--- src/rtl/tick_period_meter.sv ---
// tick_period_meter: measures the clk-cycle distance between successive
// i_tick pulses, reports each period with a one-cycle o_valid pulse, tracks
// lock (LOCK_COUNT consecutive in-tolerance periods) and flags a timeout
// when no tick arrives for TIMEOUT_CYCLE enabled cycles.
// Optional feature: define TICK_PERIOD_METER_STATS_EN to track the minimum
// and maximum reported period; otherwise o_min_period/o_max_period are 0.
// Handshake: o_valid is a single-cycle qualifier for o_period (no ready);
// o_period, o_locked and the extremes are all updated on that same cycle
// and hold their value until the next update.
// The FSM state is visible for checkers as the signal state_q.
module tick_period_meter #(
  parameter int EXPECTED_CYCLE = 10_000_000,
  parameter int TOLERANCE      = 1000,
  parameter int LOCK_COUNT     = 4,
  parameter int TIMEOUT_CYCLE  = 2 * EXPECTED_CYCLE,
  localparam int W             = $clog2(TIMEOUT_CYCLE + 1)
) (
  input  logic         clk,
  input  logic         rst,
  input  logic         enable,
  input  logic         clear,
  input  logic         i_tick,
  output logic [W-1:0] o_period,
  output logic         o_valid,
  output logic         o_locked,
  output logic         o_timeout,
  output logic [W-1:0] o_min_period,
  output logic [W-1:0] o_max_period
);

  localparam int MW = $clog2(LOCK_COUNT + 1);
  localparam logic [MW-1:0] MATCH_MAX   = MW'(LOCK_COUNT);
  localparam logic [W-1:0]  TIMEOUT_CNT = W'(TIMEOUT_CYCLE);
  localparam logic [31:0]   TOL_LO = (EXPECTED_CYCLE > TOLERANCE) ?
                                     32'(EXPECTED_CYCLE - TOLERANCE) : 32'd0;
  localparam logic [31:0]   TOL_HI = 32'(EXPECTED_CYCLE + TOLERANCE);

  typedef enum logic [1:0] {
    ST_IDLE    = 2'd0,
    ST_MEASURE = 2'd1,
    ST_TIMEOUT = 2'd2
  } state_t;

  state_t        state_q, state_d;
  logic [W-1:0]  count_q, count_d;
  logic [MW-1:0] match_q, match_d;
  logic [W-1:0]  period_d;
  logic          valid_d, locked_d, timeout_d;
  logic          period_update;
  logic          in_tol;
  logic [31:0]   count_wide;

  // Distance of the running count from the expected period.
  always_comb begin
    count_wide = 32'(count_q);
    in_tol     = (count_wide >= TOL_LO) && (count_wide <= TOL_HI);
  end

  // Next-state and next-output logic; clear acts like a synchronous reset.
  always_comb begin
    state_d       = state_q;
    count_d       = count_q;
    match_d       = match_q;
    period_d      = o_period;
    valid_d       = 1'b0;
    locked_d      = o_locked;
    timeout_d     = o_timeout;
    period_update = 1'b0;
    if (clear) begin
      state_d   = ST_IDLE;
      count_d   = '0;
      match_d   = '0;
      period_d  = '0;
      locked_d  = 1'b0;
      timeout_d = 1'b0;
    end else if (enable) begin
      case (state_q)
        ST_IDLE: begin
          if (i_tick) begin
            state_d = ST_MEASURE;
            count_d = W'(1);
          end
        end
        ST_MEASURE: begin
          if (i_tick) begin
            period_update = 1'b1;
            period_d      = count_q;
            valid_d       = 1'b1;
            count_d       = W'(1);
            if (in_tol) begin
              match_d = (match_q == MATCH_MAX) ? MATCH_MAX : match_q + MW'(1);
              if (match_d == MATCH_MAX) locked_d = 1'b1;
            end else begin
              match_d  = '0;
              locked_d = 1'b0;
            end
          end else if (count_q == TIMEOUT_CNT) begin
            state_d   = ST_TIMEOUT;
            timeout_d = 1'b1;
            locked_d  = 1'b0;
            match_d   = '0;
          end else begin
            count_d = count_q + W'(1);
          end
        end
        ST_TIMEOUT: begin
          if (i_tick) begin
            state_d   = ST_MEASURE;
            count_d   = W'(1);
            timeout_d = 1'b0;
          end
        end
        default: begin
          state_d = ST_IDLE;
          count_d = '0;
          match_d = '0;
        end
      endcase
    end
  end

  // State and output registers.
  always_ff @(posedge clk or posedge rst) begin
    if (rst) begin
      state_q   <= ST_IDLE;
      count_q   <= '0;
      match_q   <= '0;
      o_period  <= '0;
      o_valid   <= 1'b0;
      o_locked  <= 1'b0;
      o_timeout <= 1'b0;
    end else begin
      state_q   <= state_d;
      count_q   <= count_d;
      match_q   <= match_d;
      o_period  <= period_d;
      o_valid   <= valid_d;
      o_locked  <= locked_d;
      o_timeout <= timeout_d;
    end
  end

`ifdef TICK_PERIOD_METER_STATS_EN
  logic [W-1:0] min_q, max_q;

  // Track the extremes of every reported period.
  always_ff @(posedge clk or posedge rst) begin
    if (rst) begin
      min_q <= '1;
      max_q <= '0;
    end else if (clear) begin
      min_q <= '1;
      max_q <= '0;
    end else if (period_update) begin
      if (count_q < min_q) min_q <= count_q;
      if (count_q > max_q) max_q <= count_q;
    end
  end

  assign o_min_period = min_q;
  assign o_max_period = max_q;
`else
  assign o_min_period = '0;
  assign o_max_period = '0;
`endif

endmodule

--- config.mk ---
export PLATFORM = sky130hd
export DESIGN_NAME = tick_period_meter
export DESIGN_NICKNAME = d
export VERILOG_FILES = /design/src/rtl/tick_period_meter.sv
export SDC_FILE = /design/constraint.sdc
export NUM_CORES = 1
export LEC_CHECK = 0
export CORE_UTILIZATION = 50
export CTS_CLUSTER_DIAMETER = 50
export DETAILED_ROUTE_END_ITERATION = 8
export GPL_TIMING_DRIVEN = 0
export PLACE_DENSITY = 0.81
export SYNTH_ARGS = -nofsm -noshare
export SYNTH_HDL_FRONTEND = slang
export SYNTH_SLANG_ARGS = --single-unit
--- constraint.sdc ---
create_clock -name clk -period 2.6 [get_ports clk]
set_clock_uncertainty 0.2 [all_clocks]
set_input_delay 0.39 -clock clk [delete_from_list [all_inputs] [get_ports clk]]
set_output_delay 0.39 -clock clk [all_outputs]
set_load 0.01 [all_outputs]
### Yosys cells after proc, flatten, opt, wreduce, memory -nomap -nowiden

Index checks and enable logic that the tools add are counted.

* output and inout port bits: 78
* logic and storage cells: 78
* bits in registers: 58

* $lt $le $gt $ge: 2
* reduce and logical (&&, ||, !) cells: 14
* muxes and demuxes: 40
* equal/unequal tests: 13
* add/subtract/negate cells: 2

Operator list (count)
* 25-bit two-way mux: 9
* 25-bit one-hot mux with 2 select lines: 1
* 25-bit by 1-bit adder with 25-bit output, second input constant: 1
* 25-bit equality test, second input constant: 1
* 25-bit by 24-bit >= comparator with 1-bit output, second input constant: 1
* 25-bit by 24-bit less-or-equal comparator with 1-bit output, second input constant: 1
* 3-bit two-way mux: 6
* 1-bit two-way mux: 16
* 2-bit two-way mux: 5
* 3-bit inequality test, second input constant: 3
* 3-bit AND reduction: 3
* 4-bit inequality test, second input constant: 2
* 4-bit AND reduction: 2
* 3-bit equality test, second input constant: 2
* 3-bit one-hot mux with 2 select lines: 1
* 2-bit nonzero test: 3
* 3-bit nonzero test: 2
* 5-bit AND reduction: 1
* 4-bit by 3-bit inequality test with 1-bit output, second input constant: 1
* 2-bit one-hot mux with 2 select lines: 1
* 3-bit by 1-bit adder with 3-bit output, second input constant: 1
* 3-bit by 1-bit inequality test with 1-bit output, second input constant: 1
* 2-bit by 1-bit equality test with 1-bit output, second input constant: 1
* 2-bit equality test, second input constant: 1
* 5 further kinds: 5

### Longest topological paths before layout

Gate-level depths: netlist (run 1).

* depth in word-level cells: 9
* gate-level depth with buffers: 9
* depth with buffers taken out: 8

### Worst setup path after synthesis (run 1)

OpenSTA, ideal clock, no wires.

* path type: reg-to-reg
* start point: register count_q[0]
* end point: register count_q[0]
* data required time: 2.272 ns
* arrival time: 1.727 ns
* stages on the path, launching flop included: 8
* slack: 0.546 ns
* cell sequence: dfrtp_1 > inv_1 > ha_1 > and4b_1 > nand4_1 > nand4b_4 > a21oi_1 > mux2_1

* longest elaborated chain between the ends: 6
* elaborated cells between the ends (all ways): 9
* classes of those cells: 1 x add/sub; 2 x eq/ne; 5 x mux; 1 x reduce/logical

RTL lines
* from (decl): line 45 `logic [W-1:0] count_q, count_d;`
* from (signal assigned): line 134 `count_q <= count_d;`
* 25-bit by 1-bit adder with 25-bit output: line 103 `count_d = count_q + W'(1);`
* 25-bit two-way mux: line 97 `end else if (count_q == TIMEOUT_CNT) begin`
* 25-bit two-way mux: line 85 `if (i_tick) begin`
* 25-bit one-hot mux with 2 select lines: line 77 `case (state_q)`
* 25-bit two-way mux: line 76 `end else if (enable) begin`
* 25-bit two-way mux: line 69 `if (clear) begin`

Parallel ways exist; a longest one is shown, timed or not. The select of a mux whose other input is x is not followed.
A chain may end at the register's enable or synchronous reset.

### Worst setup path after layout (run 1)

* start point: register count_q[1]
* end point: register count_q[0]

* longest elaborated chain between the ends: 3

RTL lines (line)
* 25-bit equality test: 97
* 4-bit inequality test (no line)
* 3-bit AND reduction (no line)

Every way passes these cells.

==> impl_metrics.env, run 1 <==
export IMPL_status="complete, but fails checks"
export IMPL_failed_checks="design-rule violations"
export IMPL_synth_cell_types=55
export IMPL_cts_root_buffer="clkbuf_8"
export IMPL_hold_buffers=0
export IMPL_detail_route_wl_per_cell_um=13.6
export IMPL_critPathMaxFanout=9
export IMPL_synthArstFlopShare=1.00
export IMPL_dp_hpwl_um=5120
export IMPL_layout_area_overhead_vs_synth_pct=24.6
export IMPL_critical_path_startpoint_type="flop"
export IMPL_critical_path_top_delay_family="simple AND/OR/NAND/NOR gates"
export IMPL_dieHeight_um=84.5
export IMPL_power_leakage_nw=2.05
export IMPL_globalplace_congestion=0.864
export IMPL_grt_max_degree=37
export IMPL_synth_area_leaders="dfrtp_1 (43%), buf_4 (11%), a22o_1 (6.4%)"
export IMPL_final_hold_viol_count=0
export IMPL_cp_num_buf_inv=1
export IMPL_vias=2709
export IMPL_synth_sequential_area_ratio=0.426
export IMPL_edff_count_synth=0
export IMPL_fmaxAchievable_ghz=0.405
export IMPL_routed_wire_length_um=7100
export IMPL_stdcell_area_um2=4240
export IMPL_drtIter0Drc=246
export IMPL_yosys_warning_total=0
export IMPL_grtUsageTotal=0.212
export IMPL_initial_core_util=0.527
export IMPL_postSynthCellCount=347
export IMPL_grt_overflow_total=0
export IMPL_cts_made_buffers=9
export IMPL_ir_worst_vdd_mv=0.216
export IMPL_slew_limit_headroom=0.527
export IMPL_die_w_um=84.5
export IMPL_mostFrequentLayoutCells="dfrtp_1 (58), buf_4 (50), conb_1 (50), clkdlybuf4s50_1 (31), nor2_1 (28)"
export IMPL_preCtsSetupSlack_ns=0.0144
export IMPL_ant_nets=0
export IMPL_cp_slowest_cell="dfrtp_1"
export IMPL_timing_setup_critical_path_class="reg2reg"
export IMPL_synth_top_flop_cell="dfrtp_1"
export IMPL_power_total_w=0.00201
export IMPL_report_final_setup_viol=0
export IMPL_design_final_nets=448
export IMPL_power_per_cell_area_nw_per_um2=475
export IMPL_timing_hold_worst_class="in2reg"
export IMPL_critical_path_arrival_ns=2.51
export IMPL_critPathCaptureType="flop"
export IMPL_crit_required_ns=2.64
export IMPL_drt_pass1_iter_count=7
export IMPL_syn_mean_instance_area_um2=9.81
export IMPL_timing_hold_ws_ns=0.127
export IMPL_leading_cell_type_in_the_layout_fill_and_taps_excluded="dfrtp_1"
export IMPL_worst_margin_pin_slew_ns=0.707
export IMPL_clockBufferDepth=2
export IMPL_global_route_wire_length_before_repair_um=11700
export IMPL_syn_cell_area_um2=3400
export IMPL_post_route_period_util=0.949
export IMPL_cts_tree="built"
export IMPL_placed_cell_area_um2=4020
export IMPL_drive_gt1_frac=0.216
export IMPL_grt_setup_unrepaired="no"
export IMPL_final_min_clock_period_ns=2.47
export IMPL_area_share_of_the_largest_cell_type_after_synthesis=0.426
export IMPL_first_global_vias=2444
export IMPL_io_buffer_count=31
export IMPL_yosys_register_bits=58
export IMPL_timing_max_transition_violations_final=0
export IMPL_avgViaCountPerCell=5.20
export IMPL_worstSkewPairLatency_ns=0.35
export IMPL_clkSlewWorstSetupHoldPaths_ns=0.07
export IMPL_fin_ws_ns=0.133
export IMPL_route_detailed_drc=8
export IMPL_cp_cell_sequence="inv_1 > ha_1 > and4b_1 > nand4_1 > nand4b_4 > a21oi_1 > mux2_1"
export IMPL_yosysTopAreaCell="dfrtp_1"
export IMPL_drv_max_cap_violation_count=0
export IMPL_design_core_area_um2=6460
export IMPL_ioPinCount=83
export IMPL_antenna_found_initial=0
export IMPL_clkSinkCount=58
export IMPL_cp_slowest_stage_delay_ns=0.44
export IMPL_full_die_area_um2=7140
export IMPL_number_of_standard_cell_rows_in_the_floorplan=29
export IMPL_num_antenna_cells=0
export IMPL_clock_tree_htree_level_count=3
stage by stage:
step | utilization | std cells | TNS [ns]
after floorplan | - | 396 | 0
after global placement | 0.619 | 504 | -19.80
after detailed placement | 0.622 | 505 | 0
after CTS | 0.656 | 521 | 0
after global routing | 0.657 | 521 | 0
final | 0.657 | 521 | 0
registers in the layout, summed over array words and instances (netlist names):
register,count
o_timeout,1
o_period,25
count_q,25
match_q,3
o_valid,1
state_q,2
o_locked,1
final timing paths:
path / startpoint / endpoint / slack, ns / depth (start not counted)
max in group asynchronous: rst / o_period[0] / 1.47 / 3
worst min-delay path: enable / state_q[0] / 0.13 / 2
worst max-delay path: count_q[1] / count_q[0] / 0.13 / 7
worst min register to register: o_period[3] / o_period[3] / 0.30 / 1
worst max register to register: count_q[1] / count_q[0] / 0.13 / 7
min in group asynchronous: rst / o_period[17] / 0.18 / 2
kinds of logic after synthesis:
kind of cell,count (synthesis),synth area share
simple gates,112,0.194
fa+ha+maj,4,0.0147
buf+inv,83,0.157
compound gates,65,0.144
other cells,1,0.00110
mux,1,0.00331
xor+xnor,23,0.0592
flops,58,0.426
final cells by class:
| class | instances | area (um2) |
|---|---|---|
| Multi-Input combinational cell | 255 | 1610 |
| Buffer | 76 | 508 |
| Tap cell | 77 | 96.3 |
| Timing Repair Buffer | 32 | 330 |
| Clock buffer | 11 | 141 |
| Clock inverter | 5 | 77.6 |
| Inverter | 7 | 26.3 |
| Fill cell | 501 | 2220 |
| Sequential cell | 58 | 1450 |
cell usage after synthesis, drive strengths merged (2+ instances only):
cell type  count
a211oi         3
a21o           3
a21oi         13
a22o          25
a31oi          3
and2           2
and3          11
and4           2
and4b          4
buf           68
clkbuf         8
dfrtp         58
ha             4
inv            7
nand2         15
nand2b         2
nand3         16
nand4          9
nand4b         2
nor2          29
nor2b          3
nor3           8
nor4           2
o21ai          8
xnor2          8
xor2          15
metal layers:
| metal | wire length, um | vias up | global-route usage |
|---|---|---|---|
| li1 | - | 1301 | - |
| met1 | 3140 | 1263 | 0.290 |
| met2 | 3300 | 124 | 0.327 |
| met3 | 457 | 21 | 0.0423 |
| met4 | 199 | 0 | 0.0986 |
| met5 | 0 | - | 0 |
what timing repair did:
action	CTS	global route
endpoints found under the setup margin	0	1
setup buffers	0	0
gates resized for setup	0	1
power by group:
part | switching (W) | total [W] | internal [W]
Combinational | 0.000106 | 0.000180 | 0.0000736
Sequential | 0.00000333 | 0.000909 | 0.000906
Clock | 0.000363 | 0.000925 | 0.000562
Note: power is estimated with default switching activity, not from simulation.
==> run 2, diff against run 1 <==
--- a/config.mk
+++ b/config.mk
@@ -5,6 +5,8 @@
 export SDC_FILE = /design/constraint.sdc
 export NUM_CORES = 1
 export LEC_CHECK = 0
+export ABC_CLOCK_PERIOD_IN_PS = 2600
+export CORE_MARGIN = 5
 export CORE_UTILIZATION = 50
 export CTS_CLUSTER_DIAMETER = 50
 export DETAILED_ROUTE_END_ITERATION = 8
==> impl_metrics.env, run 2 (same netlist as run 1, synthesis figures left out) <==
export IMPL_status="completed"
export IMPL_ioPinCount=83
export IMPL_grt_overflow_total=0
export IMPL_global_route_wire_length_before_repair_um=12300
export IMPL_critical_path_startpoint_type="flop"
export IMPL_clock_tree_htree_level_count=3
export IMPL_largestRegisters="count_q: 25 flops, o_period: 25 flops, match_q: 3 flops"
export IMPL_slew_limit_headroom=0.523
export IMPL_hold_buffers=0
export IMPL_ir_worst_vdd_mv=0.187
export IMPL_drtIter0Drc=226
export IMPL_routed_wire_length_um=7230
export IMPL_antenna_found_initial=0
export IMPL_power_per_cell_area_nw_per_um2=430
export IMPL_r2r_cells=8
export IMPL_clockBufferDepth=2
export IMPL_finalCoreUtilization=0.623
export IMPL_ant_nets=0
export IMPL_io_buffer_count=31
export IMPL_vias=2683
export IMPL_total_of_cells_resized_after_clock_tree_synthesis=0
export IMPL_critPathCaptureType="flop"
export IMPL_placed_cell_area_um2=4020
export IMPL_mostFrequentLayoutCells="dfrtp_1 (58), buf_4 (50), conb_1 (50), clkdlybuf4s50_1 (31), nor2_1 (28)"
export IMPL_worst_r2r_startpoint="count_q[0]"
export IMPL_power_leakage_nw=2.02
export IMPL_critPathMaxFanout=9
export IMPL_drive_gt1_frac=0.212
export IMPL_worst_margin_pin_slew_ns=0.713
export IMPL_fmaxAchievable_ghz=0.415
export IMPL_timing_hold_ws_ns=0.143
export IMPL_crit_required_ns=2.60
export IMPL_clkSlewWorstSetupHoldPaths_ns=0.06
export IMPL_initial_core_util=0.507
export IMPL_dp_hpwl_um=5410
export IMPL_report_final_setup_viol=0
export IMPL_grt_max_degree=43
export IMPL_drt_pass1_iter_count=5
export IMPL_number_of_standard_cell_rows_in_the_floorplan=30
export IMPL_timing_max_transition_violations_final=0
export IMPL_grtUsageTotal=0.180
export IMPL_critical_path_arrival_ns=2.40
export IMPL_r2r_setup_slack_ns=0.19
export IMPL_dieHeight_um=92.5
export IMPL_cts_tree="built"
export IMPL_tns_setup_ns=0
export IMPL_detail_route_wl_per_cell_um=13.8
export IMPL_avgViaCountPerCell=5.12
export IMPL_first_global_vias=2598
export IMPL_route_detailed_drc=0
export IMPL_timing_hold_worst_class="in2async"
export IMPL_stdcell_area_um2=4180
export IMPL_post_cts_setup_buffer_count=0
export IMPL_final_hold_viol_count=0
export IMPL_die_w_um=92.5
export IMPL_num_antenna_cells=0
export IMPL_post_route_period_util=0.926
export IMPL_cts_root_buffer="clkbuf_8"
export IMPL_grt_setup_unrepaired="no"
export IMPL_clkSinkCount=58
export IMPL_leading_cell_type_in_the_layout_fill_and_taps_excluded="dfrtp_1"
export IMPL_timing_setup_critical_path_class="reg2reg"
export IMPL_worstSkewPairLatency_ns=0.33
export IMPL_design_final_nets=448
export IMPL_final_min_clock_period_ns=2.41
export IMPL_design_core_area_um2=6720
export IMPL_power_total_w=0.00180
export IMPL_layout_area_overhead_vs_synth_pct=22.9
export IMPL_full_die_area_um2=8560
export IMPL_cts_made_buffers=9
export IMPL_drv_max_cap_violation_count=0
export IMPL_globalplace_congestion=0.892
export IMPL_timing_rr_end="match_q[2]"
[run 2: cell types whose count changed in the layout (fill, tap and decap cells not counted)]
cell,delta
a21oi_2,+1
a21oi_4,-1
bufinv_16,-2
clkbuf_1,+2
clkinv_2,+1
clkinvlp_4,-1
[run 2: stage by stage]
stage / setup WS, ns / instances
finish: 0.193 / 524
global route: 0.0425 / 524
CTS: 0.221 / 524
detailed placement: -0.00353 / 508
global placement: -0.350 / 507
floorplan: 0.546 / 396
[run 2: worst max-delay path: stages (launching register included)]
cell and delay [ns]:
dfrtp_1 0.43, inv_1 0.09, ha_1 0.20, and4b_1 0.20, nand4_1 0.20, nand4b_4 0.32
a21oi_2 0.34, and4b_1 0.24, a211oi_1 0.05
[run 2: worst max-delay path by stage]
stage                          start           to  cells past startpoint  slack (ns)
after floorplan           count_q[0]   count_q[0]                      7        0.55
after global placement           rst   match_q[1]                      2       -0.35
after detailed placement      i_tick  o_period[2]                      5      -0.004
after CTS                 count_q[0]   match_q[2]                      8        0.22
after global routing      count_q[0]   count_q[0]                      7        0.04
final                     count_q[0]   match_q[2]                      8        0.19
[run 2: routing by layer]
metal  GRT usage  vias up  wire (um)
met5           0        -          0
met4       0.109        0        171
met3      0.0301       18        395
met2       0.292       89       3620
met1       0.223     1272       3050
li1            -     1304          -
[run 2: cell type report]
cell class	count	area [um2]
multi-input combinational	255	1600
timing repair buffer	32	330
buffer	76	508
clock inverter	3	15.0
tap	80	100
clock buffer	13	149
sequential	58	1450
inverter	7	26.3
fill	537	2540
[run 2: power breakdown]
| group | total, W | switching, W | internal (W) | leakage [nW] |
|---|---|---|---|---|
| combinational | 0.000179 | 0.000105 | 0.0000731 | 1.13 |
| clock | 0.000709 | 0.000342 | 0.000368 | 0.0872 |
| sequential | 0.000909 | 0.00000277 | 0.000906 | 0.807 |
| total | 0.00180 | 0.000450 | 0.00135 | 2.02 |
==> run 3, diff against run 2 <==
--- a/config.mk
+++ b/config.mk
@@ -5,7 +5,7 @@
 export SDC_FILE = /design/constraint.sdc
 export NUM_CORES = 1
 export LEC_CHECK = 0
-export ABC_CLOCK_PERIOD_IN_PS = 2600
+export ABC_CLOCK_PERIOD_IN_PS = 2690
 export CORE_MARGIN = 5
 export CORE_UTILIZATION = 50
 export CTS_CLUSTER_DIAMETER = 50
==> constraint.sdc (replaced) <==
create_clock -name clk -period 2.69 [get_ports clk]
set_clock_uncertainty 0.2 [all_clocks]
set_input_delay 0.4035 -clock clk [delete_from_list [all_inputs] [get_ports clk]]
set_output_delay 0.4035 -clock clk [all_outputs]
set_load 0.01 [all_outputs]
==> results of run 3 <==
Same layout as run 2 (identical final DEF). Status: completed.
Among the figures that moved: setup slack after placement -0.00353 ns -> 0.0730 ns; setup slack after layout 0.193 ns -> 0.283 ns; hold slack 0.143 ns -> 0.156 ns; register-to-register setup slack 0.19 ns -> 0.28 ns; total power 0.00180 W -> 0.00174 W; worst IR drop on VDD 0.187 mV -> 0.181 mV
